--- src/rtl/bitnet_weight_encoder.sv ---
// Streaming FP4 E3M0 weight encoder: quantises signed weights to {sign, exp} nibbles and packs LANES per word.
// Optional statistics counters are enabled by defining BITNET_ENC_STATS_EN.

// Combinational magnitude -> log2 nibble encoder with round-half-up on the exponent.
module bitnet_enc_nib #(
  parameter int IN_W = 16
) (
  input  logic [IN_W-1:0] w,
  output logic [3:0]      nib,
  output logic            sat,
  output logic            zero,
  output logic            one
);
  localparam int PW = $clog2(IN_W);
  localparam logic [PW:0] E_MAX = 7;

  logic            s;
  logic [IN_W-1:0] m;
  logic [PW-1:0]   p;
  logic            half;
  logic [PW:0]     e;

  always_comb begin
    s    = w[IN_W-1];
    // most negative input wraps to 2^(IN_W-1), which is the correct unsigned magnitude
    m    = s ? ('0 - w) : w;
    p    = '0;
    for (int i = 0; i < IN_W; i++)
      if (m[i]) p = PW'(i);
    half = (p != '0) ? m[p - PW'(1)] : 1'b0;
    e    = {1'b0, p} + {{PW{1'b0}}, half};
    zero = (m == '0);
    sat  = !zero && (e > E_MAX);
    // +1 has no E3M0 code distinct from zero, so it collapses to zero
    one  = !s && (m == IN_W'(1));
    nib  = (zero || one) ? 4'b0000 : {s, sat ? 3'd7 : e[2:0]};
  end
endmodule

// One packing lane: holds its nibble until the word is handed to the output register.
module bitnet_enc_lane (
  input  logic       clk,
  input  logic       reset_n,
  input  logic       wr,
  input  logic       clr,
  input  logic [3:0] nib,
  output logic [3:0] q
);
  always_ff @(posedge clk or negedge reset_n)
    if (!reset_n)  q <= 4'b0000;
    else if (clr)  q <= 4'b0000;
    else if (wr)   q <= nib;
endmodule

module bitnet_weight_encoder #(
  parameter  int IN_W  = 16,
  parameter  int LANES = 8,
  localparam int OUT_W = 4*LANES,
  localparam int CNT_W = $clog2(LANES+1)
) (
  input  logic             clk,
  input  logic             reset_n,
  input  logic             in_valid,
  output logic             in_ready,
  input  logic [IN_W-1:0]  in_data,
  input  logic             in_last,
  output logic             out_valid,
  input  logic             out_ready,
  output logic [OUT_W-1:0] out_data,
  output logic [CNT_W-1:0] out_count,
  output logic             out_last
`ifdef BITNET_ENC_STATS_EN
  ,
  input  logic             stats_clr,
  output logic [15:0]      sat_cnt,
  output logic [15:0]      zero_cnt,
  output logic [15:0]      one_cnt
`endif
);
  localparam int IDX_W = (LANES > 1) ? $clog2(LANES) : 1;

  typedef struct packed {
    logic [OUT_W-1:0] data;
    logic [CNT_W-1:0] count;
    logic             last;
  } word_t;

  logic                  accept;
  logic                  complete;
  logic [IDX_W-1:0]      idx;
  logic [3:0]            nib;
  logic                  enc_sat;
  logic                  enc_zero;
  logic                  enc_one;
  logic [LANES-1:0][3:0] lane_q;
  logic [LANES-1:0][3:0] word;
  word_t                 out_q;
  logic                  out_v;

  assign in_ready  = !out_v || out_ready;
  assign accept    = in_valid && in_ready;
  assign complete  = accept && (in_last || (idx == IDX_W'(LANES-1)));

  assign out_valid = out_v;
  assign out_data  = out_q.data;
  assign out_count = out_q.count;
  assign out_last  = out_q.last;

  bitnet_enc_nib #(.IN_W(IN_W)) u_enc (
    .w    (in_data),
    .nib  (nib),
    .sat  (enc_sat),
    .zero (enc_zero),
    .one  (enc_one)
  );

  // The completing weight bypasses its lane register straight into the output word.
  for (genvar k = 0; k < LANES; k++) begin : g_lane
    logic sel;
    assign sel = accept && (idx == IDX_W'(k));
    bitnet_enc_lane u_lane (
      .clk     (clk),
      .reset_n (reset_n),
      .wr      (sel),
      .clr     (complete),
      .nib     (nib),
      .q       (lane_q[k])
    );
    assign word[k] = sel ? nib : lane_q[k];
  end

  always_ff @(posedge clk or negedge reset_n)
    if (!reset_n)      idx <= '0;
    else if (complete) idx <= '0;
    else if (accept)   idx <= idx + IDX_W'(1);

  // complete implies in_ready, so a pending word is never overwritten
  always_ff @(posedge clk or negedge reset_n)
    if (!reset_n) begin
      out_v <= 1'b0;
      out_q <= '0;
    end else if (complete) begin
      out_v       <= 1'b1;
      out_q.data  <= word;
      out_q.count <= CNT_W'(idx) + CNT_W'(1);
      out_q.last  <= in_last;
    end else if (out_ready) begin
      out_v <= 1'b0;
    end

`ifdef BITNET_ENC_STATS_EN
  always_ff @(posedge clk or negedge reset_n)
    if (!reset_n) begin
      sat_cnt  <= '0;
      zero_cnt <= '0;
      one_cnt  <= '0;
    end else if (stats_clr) begin
      sat_cnt  <= '0;
      zero_cnt <= '0;
      one_cnt  <= '0;
    end else if (accept) begin
      if (enc_sat  && (sat_cnt  != 16'hFFFF)) sat_cnt  <= sat_cnt  + 16'd1;
      if (enc_zero && (zero_cnt != 16'hFFFF)) zero_cnt <= zero_cnt + 16'd1;
      if (enc_one  && (one_cnt  != 16'hFFFF)) one_cnt  <= one_cnt  + 16'd1;
    end
`else
  logic unused_flags;
  assign unused_flags = ^{enc_sat, enc_zero, enc_one};
`endif

endmodule

--- config.mk ---
export PLATFORM = sky130hd
export DESIGN_NAME = bitnet_weight_encoder
export DESIGN_NICKNAME = d
export VERILOG_FILES = /design/src/rtl/bitnet_weight_encoder.sv
export SDC_FILE = /design/constraint.sdc
export NUM_CORES = 1
export LEC_CHECK = 0
export CAP_MARGIN = 15
export CORE_MARGIN = 1
export CORE_UTILIZATION = 40
export DETAILED_ROUTE_END_ITERATION = 10
export GPL_ROUTABILITY_DRIVEN = 1
export PLACE_DENSITY = 0.72
export REMOVE_ABC_BUFFERS = 1
export SLEW_MARGIN = 5
export SYNTH_ARGS = -nofsm -noshare
export SYNTH_HDL_FRONTEND = slang
export SYNTH_HIERARCHICAL = 1
export SYNTH_SLANG_ARGS = --single-unit
--- constraint.sdc ---
create_clock -name clk -period 3.6 [get_ports clk]
set_clock_uncertainty 0.1 [all_clocks]
set_input_delay 0.72 -clock clk [delete_from_list [all_inputs] [get_ports clk]]
set_output_delay 0.72 -clock clk [all_outputs]
set_load 0.01 [all_outputs]
==> results.md, run 1 <==
- Setup CP Type: in2reg
- Comb pwr share: 0.424
- Worst Path Required: 3.75 ns
- Fmax: 207.2 MHz
- Leakage power: 0.002860 uW
- Hold Violations, Final: 0
- Post-Synthesis Mean Instance Area: 8.887 um2
- Worst-margin pin slew: 1.062 ns
- Cts bufs inserted: 9
- Grt met2 use: 0.4037
- Minimum clock period: 4.826 ns
- Initial antenna violation count: 0
- CP Buf/Inv Count: 2
- GRT Total Usage: 0.2482
- CP Launch Type: input port
- Max Slew Vio Count: 0
- GPL Wtd Cong: 0.9344
- Reg clk slew, reported paths: 0.05 ns
- H-tree depth: 3
- Die H: 112.8 um
- Core area: 12010 um2
- DIE WIDTH: 112.8 um
- Cell mode on critical path: ha_4
- Worst Path Arrival: 4.97 ns
- FP Rows: 40
- Vias in the first global route: between 5000 and 6000
- Worst setup margin: -1.226 ns
- Die area: 12730 um2
- CP Capture Type: flop
- Routed vias/inst: 6.255
- Remaining global-route overflow: 0
- RSZ-0062 raised after global routing: yes
- P_int: roughly 2300 uW
- Synthesized instance count: 553
- Delay-heaviest family, CP: compound AO/OA/AOI/OAI gates
- CP max FO: 5
- Share of layout cells above drive strength 1: 0.3265
- Critical Path Max Stage Delay: 0.56 ns
- Net Sw Frac: 0.3664
- DRC: 0
- Root Buffer: clkbuf_16
- PwrDens: 519.0 nW/um2
- Initial Util: 0.4092
- Met3 Use GR: 0.05303
- Clk pwr share: 0.226
- Met1 Track Usage GR: 0.3149
- Final setup vio count: 64
- Status: complete, but fails checks
- Hold Crit Class: reg2reg
- Routed via count: around 5200
- Final nets: 710
- Crit-path cells: buf_6, or4_4, or4_4, a221oi_2, a22o_1, a211o_1, and2_4, ha_4, o31ai_4, a211oi_2, a32o_2, a32oi_2, ha_4, ha_4, nand3b_1, o211ai_4, a21oi_4, buf_6, nand4_1, a31oi_1
- Post-DP HPWL: 9812 um
- Part of the power in registers: 0.350
- Top Usage Layer GRT: met2
- Design area: 6970 um2
- Synth warnings: 6
- Antenna-violating nets left: 0
- MaxCap Viol Count: 0
- Syn Std Cell Area: 4915 um2
- Period Utilization, post-route: 1.341
- Clock Sinks: 73
- WL per Instance: 19.32 um
- Failing checks: setup timing
- NetSw: approximately 1300 uW
- Area Growth Syn to Fin: 41.83%
- VDD IR max: 0.0003635 V
- Final WL: 16030 um
- CTS tree: done
- Clock Latency Late Sink: 0.33 ns
- Final Core Density: 0.5803
- IO Pins: 60
- Max transition margin: 0.2868
- Ant. Diodes: 0
- IO buf count: between 50 and 60
- Iter 0 DRT Violations: 403
- Power Total: ~3600 uW
- Placed cell area: 6053 um2
- First-pass GRT wire length: 25280 um
- Largest net degree at the start of global routing: 46
- Max Root-Sink Buffers: 2
- Critical path's slowest cell: or4_4
- First-pass DRT Iterations: 5
-- stage by stage --
step,setup WS [ns],TNS [ns],hold slack (ns),instances
finish,-1.226,-62.32,0.4061,830
global route,-1.435,-73.17,0.4259,830
CTS,-1.118,-57.10,0.4118,826
detailed placement,-2.068,-113.44,0.3988,786
global placement,-1.979,-108.30,0.3931,786
floorplan,-2.150,-117.19,0.3244,491
-- timing repair --
action                                  4_1_cts  5_1_grt
cloned                                        4        0
pin swaps                                    44       17
resized for setup                           129       33
buffers inserted                             22        4
hold buffers                                  0        0
endpoints found under the setup margin       64       64
-- sequential cells by signal (all words and copies together) (netlist names) --
register and count:
out_count 4, out_data 32, idx 3, out_last 1, g_lane.u_lane/q 32, out_valid 1
-- routing by layer --
layer,up-vias,share of wire
met1,2531,0.40
met4,0,0.036
met3,60,0.073
met5,-,0
li1,2342,-
met2,259,0.49
-- power groups by stage --
stage / registers [uW] / clock network (uW) / logic, uW
after floorplan: 1270 / 0 / 671
after global placement: 1250 / 0 / 1320
after detailed placement: 1260 / 0 / 1360
after CTS: 1260 / 823 / 1450
after global routing: 1290 / 861 / 1660
final: 1260 / 817 / 1540
-- path summary, 6_finish.rpt --
| check | slack (ns) | cells after the start | from | to |
|---|---|---|---|---|
| max | -1.23 | 20 | in_data[5] | out_data[17]$_DFFE_PN0P_ |
| min | 0.41 | 1 | out_count[3]$_DFFE_PN0P_ | out_count[3]$_DFFE_PN0P_ |
| max reg2reg | 0.70 | 6 | idx[0]$_DFFE_PN0P_ | g_lane[2].u_lane/q[0]$_DFFE_PN0P_ |
| min reg2reg | 0.41 | 1 | out_count[3]$_DFFE_PN0P_ | out_count[3]$_DFFE_PN0P_ |
| max in group asynchronous | 2.13 | 2 | reset_n | out_data[4]$_DFFE_PN0P_ |
| min in group asynchronous | 0.46 | 1 | reset_n | out_valid$_DFFE_PN0P_ |
-- final cells by class --
| cell class | count | area (um2) |
|---|---|---|
| fill | 1003 | 5041 |
| multi-input combinational | 389 | 3054 |
| sequential | 73 | 1827 |
| timing repair buffer | 177 | 1523 |
| clock buffer | 10 | 239.0 |
| tap | 147 | 183.9 |
| inverter | 29 | 111.4 |
| clock inverter | 5 | 32.53 |
-- placed cells by master, fill, tap and decap left out, types with 5 or more instances in the layout --
master / n
nand4_1: 25
mux2i_1: 33
a21oi_1: 8
nand3_1: 5
buf_4: 96
nor3_1: 13
clkdlybuf4s50_1: 43
dfrtp_1: 73
ha_1: 6
buf_6: 26
a41oi_2: 5
o31ai_1: 32
clkbuf_16: 9
xnor2_1: 5
nor2_1: 52
buf_2: 7
a41oi_1: 5
nand2_1: 12
xor2_1: 6
inv_1: 21
o21ai_0: 9
a31oi_1: 54
-- worst reg2reg max path: stages (launching register included) --
cell and delay, ns:
dfrtp_1 0.42, inv_1 0.14, ha_1 0.39, clkinv_1 0.36, nor3_1 0.94, mux2i_4 0.37
nor2_1 0.06
Power figures use the tool's default switching activity.
==> run 2: changes to the inputs <==
--- a/config.mk
+++ b/config.mk
@@ -6,11 +6,14 @@
 export NUM_CORES = 1
 export LEC_CHECK = 0
 export CAP_MARGIN = 15
+export CELL_PAD_IN_SITES_DETAIL_PLACEMENT = 1
+export CELL_PAD_IN_SITES_GLOBAL_PLACEMENT = 2
 export CORE_MARGIN = 1
-export CORE_UTILIZATION = 40
+export CORE_UTILIZATION = 37
+export CTS_CLUSTER_DIAMETER = 50
 export DETAILED_ROUTE_END_ITERATION = 10
 export GPL_ROUTABILITY_DRIVEN = 1
-export PLACE_DENSITY = 0.72
+export PLACE_DENSITY = 0.95
 export REMOVE_ABC_BUFFERS = 1
 export SLEW_MARGIN = 5
 export SYNTH_ARGS = -nofsm -noshare
==> run 2 against run 1 <==
The run still ends with setup timing left. Sequential share of layout area down 1.6 points. Utilization up 0.12 points. Clock power up 13%. Via count up 13%. Largest cell class unchanged.
==> results.md, run 2 (synthesis gave the netlist of run 1 again) <==
- CP Launch Type: input port
- Commonest non-fill, non-tap cell in the layout: buf_4
- Vias in the first global route: 5807
- HP Start: out_count[1]$_DFFE_PN0P_
- Clock Sinks: 73
- RSZ-0062 raised after global routing: yes
- WHS Endpoint: out_count[1]$_DFFE_PN0P_
- Placed cell area: 6075 um2
- Fill cells: 1388
- Leakage power: a little over 0.003 uW
- Routed via count: between 5000 and 6000
- Routed vias/inst: 6.690
- Antenna-violating nets left: 0
- Core area: 12770 um2
- Fmax: 186.7 MHz
- Setup CP Type: in2reg
- H-tree depth: 3
- Minimum clock period: 5.356 ns
- RR Startpoint: idx[0]$_DFFE_PN0P_
- DRC: 0
- Final setup vio count: 64
- Failing checks: setup timing
- CTS Hold Bufs: 0
- Cts bufs inserted: 9
- Worst-margin pin slew: 1.303 ns
- MaxCap Viol Count: 0
- Post-DP HPWL: 11850 um
- Reg2reg end: g_lane[6].u_lane/q[3]$_DFFE_PN0P_
- WL per Instance: 28.23 um
- Remaining global-route overflow: 0
- Max transition margin: 0.1250
- Largest net degree at the start of global routing: between 70 and 80
- Worst Path Required: roughly 3.7 ns
- R2R depth: 6
- WHS: between 0.4 and 0.5 ns
- Area Growth Syn to Fin: 51.15%
- Ant. Diodes: 0
- Initial antenna violation count: 0
- Reg clk slew, reported paths: 0.06 ns
- Worst setup margin: -1.756 ns
- Final nets: 729
- VDD IR max: 0.0003284 V
- Max Root-Sink Buffers: 2
- Root Buffer: clkbuf_16
- Period Utilization, post-route: 1.488
- Worst Path Arrival: 5.48 ns
- Final Core Density: 0.5815
- Worst R2R Setup Slack: 0.41 ns
- Max Slew Vio Count: 0
- Initial Util: 0.3848
- Commonest non-fill, non-tap cells in the layout: 105 x buf_4, 73 x dfrtp_1, 54 x a31oi_1, 51 x nor2_1, 43 x clkdlybuf4s50_1
- Design area: 7428 um2
- Hold Violations, Final: 0
- GRT Total Usage: 0.3277
- Setup slack at placement: -2.239 ns
- GPL Wtd Cong: 0.9873
- First-pass GRT wire length: roughly 34000 um
- Iter 0 DRT Violations: 542
- Share of layout cells above drive strength 1: 0.3770
- CP Capture Type: flop
- CP max FO: 11
- FP Rows: 41
- Clock Latency Late Sink: between 0.3 and 0.4 ns
- Die area: 13750 um2
- PwrDens: 531.3 nW/um2
- DIE WIDTH: 117.3 um
- Hold Crit Class: reg2reg
- IO Pins: 60
- Power Total: approximately 3900 uW
- Hold Crit Depth: 1
- Die H: 117.3 um
- CTS tree: done
- IO buf count: 59
- First-pass DRT Iterations: 5
- Status: complete, but fails checks
- Final WL: 24700 um
==> run 2: worst max path at each step <==
| stage | from | endpoint | cells after the start |
|---|---|---|---|
| 6_report | in_data[2] | out_data[29]$_DFFE_PN0P_ | 25 |
| 4_1_cts | in_data[5] | out_data[6]$_DFFE_PN0P_ | 20 |
| 2_1_floorplan | in_data[3] | out_data[28]$_DFFE_PN0P_ | 19 |
| 5_1_grt | in_data[5] | g_lane[4].u_lane/q[0]$_DFFE_PN0P_ | 24 |
| 3_5_place_dp | in_data[3] | g_lane[4].u_lane/q[0]$_DFFE_PN0P_ | 23 |
| 3_3_place_gp | in_data[3] | out_data[0]$_DFFE_PN0P_ | 22 |
==> run 2: timing repair <==
action	CTS	global route
setup endpoints to repair	64	64
cloned	3	0
pin swaps	59	45
gates resized for setup	140	72
setup buffers	31	21
==> run 2: layer usage <==
layer | vias up | share of wire | track usage
met3 | 129 | 0.074 | 0.05716
met4 | 0 | 0.059 | 0.1730
met1 | 2964 | 0.38 | 0.4097
li1 | 2373 | - | -
met2 | 388 | 0.49 | 0.5412
met5 | - | 0 | 0
==> run 2: area by class of cell <==
| type | count | area (um2) | area share |
|---|---|---|---|
| Clock inverter | 6 | 66.31 | 0.008927 |
| Clock buffer | 10 | 229.0 | 0.03082 |
| Timing Repair Buffer | 196 | 1725 | 0.2323 |
| Inverter | 29 | 121.4 | 0.01634 |
| Sequential cell | 73 | 1827 | 0.2459 |
| Multi-Input combinational cell | 389 | 3244 | 0.4368 |
| Tap cell | 172 | 215.2 | 0.02897 |
==> run 2: metrics by stage <==
stage	cells	setup TNS, ns
after detailed placement	808	-121.89
after global placement	808	-111.01
final	875	-93.62
after CTS	858	-63.36
after floorplan	491	-117.19
after global routing	875	-97.50
==> run 2: worst max-delay path, cell delays in order <==
cell	delay (ns)
buf_2	0.11
buf_4	0.19
nor4_4	0.27
buf_6	0.21
buf_4	0.15
a21oi_1	0.08
a211oi_2	0.30
a21oi_2	0.08
o211ai_1	0.40
a31oi_4	0.18
ha_4	0.36
inv_4	0.06
nor3_2	0.27
a211oi_2	0.08
a32o_1	0.23
a32oi_1	0.18
ha_2	0.26
buf_6	0.12
buf_6	0.08
nand3b_1	0.18
o211ai_4	0.22
a21oi_4	0.14
buf_6	0.19
nand4b_1	0.21
o221a_2	0.19
==> run 2: report_power, final <==
part,switching [uW],total (uW),leakage (uW),internal (uW)
Sequential,218,1290,0.000917,1070
Combinational,956,1730,0.00197,774
Clock,385,925,0.000147,540
